`src/rtl/fetch_stage.sv`:
```
// Instruction fetch stage: owns the PC, issues one outstanding request at a time to
// instruction memory and holds a single fetched word until the decoder takes it.
module fetch_stage #(
  parameter logic [31:0] RESET_PC = 32'h0000_0000,
  parameter logic [31:0] PC_STEP  = 32'd4
) (
  input  logic        clk,
  input  logic        reset,
  output logic        imemReq,
  output logic [31:0] imemAddr,
  input  logic        imemValid,
  input  logic [31:0] imemData,
  output logic [31:0] instruction,
  output logic        instrValid,
  output logic [31:0] pcOut,
  output logic [31:0] pcPlus8,
  input  logic        decodeStall,
  input  logic        branchTaken,
  input  logic [31:0] branchTarget
);

  localparam logic [1:0] ST_ISSUE = 2'd0;
  localparam logic [1:0] ST_WAIT  = 2'd1;
  localparam logic [1:0] ST_DROP  = 2'd2;

  logic [1:0]  state_q, state_d;
  logic [31:0] pc_q, pc_d;
  logic [31:0] instr_q, instr_d;
  logic        instr_valid_q, instr_valid_d;
  logic [31:0] pc_out_q, pc_out_d;
  logic [31:0] pc_plus8_q, pc_plus8_d;
  logic        buf_free;
  logic        req;

  always_comb begin
    buf_free = !instr_valid_q || !decodeStall;
    req      = (state_q == ST_ISSUE) && buf_free && !branchTaken && !reset;
  end

  assign imemReq     = req;
  assign imemAddr    = req ? pc_q : 32'h0000_0000;
  assign instruction = instr_q;
  assign instrValid  = instr_valid_q;
  assign pcOut       = pc_out_q;
  assign pcPlus8     = pc_plus8_q;

  always_comb begin
    state_d       = state_q;
    pc_d          = pc_q;
    instr_d       = instr_q;
    instr_valid_d = instr_valid_q;
    pc_out_d      = pc_out_q;
    pc_plus8_d    = pc_plus8_q;

    if (instr_valid_q && !decodeStall) begin
      instr_valid_d = 1'b0;
    end

    if (branchTaken) begin
      // A redirect flushes the buffer; a response still owed by memory must be swallowed.
      pc_d          = branchTarget;
      instr_valid_d = 1'b0;
      case (state_q)
        ST_ISSUE: state_d = ST_ISSUE;
        ST_WAIT:  state_d = imemValid ? ST_ISSUE : ST_DROP;
        ST_DROP:  state_d = imemValid ? ST_ISSUE : ST_DROP;
        default:  state_d = ST_ISSUE;
      endcase
    end else begin
      case (state_q)
        ST_ISSUE: begin
          if (req) begin
            state_d = ST_WAIT;
          end
        end
        ST_WAIT: begin
          if (imemValid) begin
            instr_d       = imemData;
            instr_valid_d = 1'b1;
            pc_out_d      = pc_q;
            pc_plus8_d    = pc_q + 32'd8;
            pc_d          = pc_q + PC_STEP;
            state_d       = ST_ISSUE;
          end
        end
        ST_DROP: begin
          if (imemValid) begin
            state_d = ST_ISSUE;
          end
        end
        default: state_d = ST_ISSUE;
      endcase
    end
  end

  always_ff @(posedge clk) begin
    if (reset) begin
      state_q       <= ST_ISSUE;
      pc_q          <= RESET_PC;
      instr_q       <= 32'h0000_0000;
      instr_valid_q <= 1'b0;
      pc_out_q      <= 32'h0000_0000;
      pc_plus8_q    <= 32'h0000_0000;
    end else begin
      state_q       <= state_d;
      pc_q          <= pc_d;
      instr_q       <= instr_d;
      instr_valid_q <= instr_valid_d;
      pc_out_q      <= pc_out_d;
      pc_plus8_q    <= pc_plus8_d;
    end
  end

endmodule

```
`config.mk`:
```
export PLATFORM = sky130hd
export DESIGN_NAME = fetch_stage
export DESIGN_NICKNAME = d
export VERILOG_FILES = /design/src/rtl/fetch_stage.sv
export SDC_FILE = /design/constraint.sdc
export NUM_CORES = 1
export LEC_CHECK = 0
export CAP_MARGIN = 20
export CORE_UTILIZATION = 55
export DETAILED_ROUTE_END_ITERATION = 7
export DONT_BUFFER_PORTS = 1
export GPL_ROUTABILITY_DRIVEN = 1
export PLACE_DENSITY_LB_ADDON = 0.15
export REMOVE_ABC_BUFFERS = 1
export SYNTH_ARGS = -nofsm -noshare
export SYNTH_HDL_FRONTEND = slang
export SYNTH_SLANG_ARGS = --single-unit
export TNS_END_PERCENT = 5
```
`constraint.sdc`:
```
create_clock -name clk -period 3.4 [get_ports clk]
set_input_delay 0.34 -clock clk [delete_from_list [all_inputs] [get_ports clk]]
set_output_delay 0.34 -clock clk [all_outputs]
set_load 0.03 [all_outputs]
```
# Word-level counts from Yosys, hierarchy flattened
# Cells that the tools add are included.
dict set report word_totals {
  register_bits 131
  out_inout_bits 130
  in_bits 69
  wordCells 43
}
dict set report classes {
  add_sub_neg 2
  n_reduce_logical 17
  n_mux 13
  n_eq_ne 4
  bitwise 1
}
# op n
set ops {}
lappend ops {{2-to-1 mux 32 bit} 4}
lappend ops {{adder 32 x 3 -> 32 bit (second input constant)} 1}
lappend ops {{adder 32 x 4 -> 32 bit (second input constant)} 1}
lappend ops {{2-to-1 mux 2 bit} 5}
lappend ops {{logical AND 1 bit} 4}
lappend ops {{zero test 1 bit} 4}
lappend ops {{one-hot mux 2 bit (2 select lines)} 1}
lappend ops {{AND reduction 2 bit} 2}
lappend ops {{nonzero test 2 bit} 2}
lappend ops {{OR reduction 2 bit} 2}
lappend ops {{2-to-1 mux 1 bit} 3}
lappend ops {{!= test 3 x 1 -> 1 bit (second input constant)} 1}
lappend ops {{!= test 3 bit (second input constant)} 1}
lappend ops {{AND reduction 3 bit} 1}
lappend ops {{equality test 2 x 1 -> 1 bit (second input constant)} 1}
lappend ops {{equality test 2 bit (second input constant)} 1}
lappend ops {{zero test 2 bit} 1}
lappend ops {{logical OR 1 bit} 1}
lappend ops {{inverter 1 bit} 1}

# Longest topological paths before layout
dict set report logic_depth {
  ltp_word 8
  depth_mapped 8
}

# Worst setup path before layout
# Ideal clock, no wire load.
dict set report synth_timing {
  path_kind {flip-flop to flip-flop}
  from {register pc_q[4]}
  to {register pc_plus8_q[27] (netlist: pcPlus8[27])}
  stages_incl_launch_ff 7
  path_buffers 1
  slack_ps 1232
  arrival_ps 2077
  required_time_ps 3309
  cell_sequence {dfxtp_1 ha_1 nand3_2 or4_1 buf_2 or4_1 a311oi_1}
}
dict set report synth_between {
  elab_chain_cells 1
}
# item line
set synth_rtl {}
lappend synth_rtl {{start, declared} 27} ;# logic [31:0] pc_q, pc_d;
lappend synth_rtl {{start signal, assigned} 106} ;# pc_q <= pc_d;
lappend synth_rtl {{adder 32 x 4 -> 32 bit} 81} ;# pc_plus8_d = pc_q + 32'd8;
lappend synth_rtl {{end signal, assigned} 110} ;# pc_plus8_q <= pc_plus8_d;
lappend synth_rtl {{end, declared} 31} ;# logic [31:0] pc_plus8_q, pc_plus8_d;
# No other way between the ends.
# A chain may end at the register's enable or synchronous reset.

# Final worst setup path
dict set report layout_timing {
  from {input branchTaken}
  to {output imemAddr[19]}
}
dict set report layout_between {
  elab_chain_cells 4
}
# item line
set layout_rtl {}
lappend layout_rtl {{start, declared} 18} ;# input logic branchTaken,
lappend layout_rtl {{zero test 1 bit} 37} ;# req = (state_q == ST_ISSUE) && buf_free && !branchTaken && !reset;
lappend layout_rtl {{logical AND 1 bit (2 in a row)} 37}
lappend layout_rtl {{via imemReq} 9} ;# output logic imemReq,
lappend layout_rtl {{2-to-1 mux 32 bit} 41} ;# assign imemAddr = req ? pc_q : 32'h0000_0000;
lappend layout_rtl {{end, declared} 10} ;# output logic [31:0] imemAddr,
# The timed path passes the listed nets, and every way through them passes these cells.

==> metrics <==
vias in the first global route=5057; status=completed; slew margin rel.=approximately half; FF-to-FF Start=pc_q[3]; #FFs+latches synth=approximately 130; CTS tree=done; Setup CP Type=in2out; Hold Crit Start=branchTarget[14]; Max-cap violations=0; CTS Buf Count=17; Port Buffers=0; Clock Latency Late Sink=0.53 ns; NumNets Final=~830; Final period util=between 80% and 90%; final hold slack=around 0.03 ns; CTS sink cnt=~130; # fillers=around 870; highest clock rate=around 0.33 GHz; Yosys cell types=47; Avg Cell Area, Syn=8.04 um^2; H-tree lvl count=4; Die X=106 um; cells after synthesis=between 700 and 800; post-synthesis sequential area ratio=43.1%; first-pass GRT wire length=between 20 and 30 mm; CP startpoint kind=primary input; setup TNS=0 ns; Initial Utilization=57.0%; min cycle time layout=around 3 ns; Worst-path clk slew=0.05 ns; die area=approximately 0.011 mm^2; largest net degree at the start of global routing=129; Hold Path Cell Cnt=2; Remaining Overflow, GRT=0; asr flop ratio synth=0%; Detailed Route WL=roughly 16 mm; Core Region=0.0104 mm^2; Top FF cell, synth=dfxtp_1; worst vdd ir=roughly 340 uV; via count=approximately 5400; P_leak=2.25 nW; final setup fails=0; Global Route Usage Sum=~28%; layout cells sized above 1=about 5.5%; Detailed Routing Iterations Pass 1=5; number of flops mapped to enable cells by yosys=0; Power Density=slightly above 500 mW/mm^2; Clock Root Buffer=clkbuf_8; row count=37; Final Hold Fails=0; # IOs=199; reg2reg path depth=5; r2r setup slk=between 0.8 and 0.9 ns; Hold WC Path Type=in2reg; post-CTS setup buffer count=0; RSZ-0062 raised after global routing=false; Vias/cell=5.96; slew at the pin with the worst max-slew slack=roughly 0.74 ns; placed wire-length estimate=9.97 mm; Clock Path Buffers=2; initial antenna violation count=0; DRC=0; Multi-input gate area=around 0.0030 mm^2; most common cell after layout, fill and taps aside=nand2_1; Crit path required time=3.06 ns; Post-Route Skew=roughly 0.0063 ns; Crit Path Max Fanout=23; Antenna diodes=0; area delta synth->final=17.4%; synthesized cell area=about 0.0059 mm^2; Die Span Y=approximately 110 um; arrival time at the worst endpoint=~2.7 ns; Register Area=0.00256 mm^2; commonest cells after routing, fill and taps aside=nand2_1 (150), dfxtp_1 (128), a21oi_1 (73), dlygate4sd3_1 (64), nor2_1 (61); warning count from the yosys run=0; Total Power=roughly 3.6 mW; GPL Wtd Cong=between 0.8 and 0.9; hold path endpoint=pc_q[14]; Antenna Nets Post-Route=0; WL/cell=~18 um; CP endpoint kind=output pin; critical register-to-register path endpoint=pcPlus8[27]; Initial DRC Count=437; Final Max Tran Viols=0
state kept, by name, summed over array words and instances, names as in the netlist:
signal	count
instruction	32
pcOut	32
pc_q	32
pcPlus8	29
state_q	2
instrValid	1
worst max-delay path by stage:
stage	from	to	depth (start not counted)
detailed placement	pc_q[8]	pcPlus8[26]	4
global route	branchTaken	imemAddr[19]	5
CTS	branchTaken	imemAddr[7]	5
finish	branchTaken	imemAddr[19]	5
floorplan	state_q[1]	pc_q[25]	6
global placement	pc_q[3]	pcPlus8[27]	5
final cells by class:
class / instances / area share [%]
multi-input combinational: 528 / 42.3
sequential: 128 / 36.7
timing repair buffer: 70 / 10.1
clock buffer: 24 / 6.75
tap: 136 / 2.44
clock inverter: 6 / 1.18
inverter: 8 / 0.431
what timing repair did:
action	CTS	global route
endpoints found under the hold margin	128	2
resized for setup	0	0
hold buffers	63	2
cells by family (layout without fill, tap and decap cells):
group | Yosys count | in the layout | share of synthesized area (%)
DFF | 128 | 128 | 43.1
adders and majority gates | 4 | 4 | 0.843
buffers and inverters | 83 | 108 | 7.14
muxes | 2 | 2 | 0.337
xor gates and xnor gates | 24 | 24 | 3.54
and+or+nand+nor | 338 | 338 | 27.7
AOI/OAI and AO/OA | 160 | 160 | 17.3
worst max-delay path: stages:
cell and delay [ns]:
dlygate4sd3_1 0.75, nor2_1 0.21, and3_1 0.60, buf_4 0.38
and2_1 0.38
cells in the mapped netlist, types with 2 or more instances:
| cell type | number | area share, % |
|---|---|---|
| buf_1 | 7 | 0.44 |
| mux2i_1 | 2 | 0.34 |
| a2111oi_0 | 2 | 0.29 |
| dfxtp_1 | 128 | 43 |
| o31ai_1 | 13 | 1.6 |
| a221oi_1 | 4 | 0.59 |
| a211oi_1 | 21 | 2.7 |
| buf_4 | 7 | 0.88 |
| and3_1 | 3 | 0.32 |
| nand3_2 | 2 | 0.34 |
| nor4_1 | 2 | 0.21 |
| nor3_1 | 8 | 0.67 |
| clkbuf_1 | 40 | 2.5 |
| or3_1 | 14 | 1.5 |
| nand4_2 | 3 | 0.63 |
| a311oi_1 | 27 | 4.0 |
| clkbuf_2 | 2 | 0.17 |
| nand4_1 | 16 | 1.7 |
| nand3_1 | 9 | 0.76 |
| or2_2 | 2 | 0.21 |
| xor2_1 | 10 | 1.5 |
| nor2_1 | 61 | 3.9 |
| buf_6 | 9 | 1.7 |
| and2_1 | 36 | 3.8 |
| a21oi_1 | 73 | 6.2 |
| o21ai_0 | 14 | 1.2 |
| o21a_1 | 2 | 0.25 |
| or4_1 | 20 | 2.5 |
| nand2_1 | 150 | 9.5 |
| xnor2_1 | 14 | 2.1 |
| ha_1 | 4 | 0.84 |
| and4_1 | 4 | 0.59 |
| buf_2 | 9 | 0.76 |
| inv_1 | 8 | 0.51 |
through the flow:
| step | utilization, % | cells | setup slack [ns] | instance area [um^2] |
|---|---|---|---|---|
| 6_report | 67.0 | 900 | 0.395 | 6970 |
| 3_5_place_dp | 55.2 | 805 | 0.874 | 5750 |
| 4_1_cts | 66.8 | 898 | 0.423 | 6950 |
| 3_3_place_gp | 55.2 | 805 | 0.954 | 5750 |
| 5_1_grt | 67.0 | 900 | 0.307 | 6970 |
| 2_1_floorplan | - | 664 | 0.270 | 5550 |
power by group:
part / internal [mW] / leakage, nW / total, mW / switching, mW
sequential: 1.54 / 1.04 / 1.62 / 0.0859
combinational: 0.110 / 0.936 / 0.243 / 0.133
clock: 1.09 / 0.271 / 1.71 / 0.619
metal layers:
layer	global-route usage, %	wire length [um]	vias up
met1	33.7	6640	2518
li1	-	-	2616
met3	10.6	1370	16
met2	47.8	7640	213
met4	9.03	212	0
met5	0	0	-
Note: power is estimated with default switching activity, not from simulation.
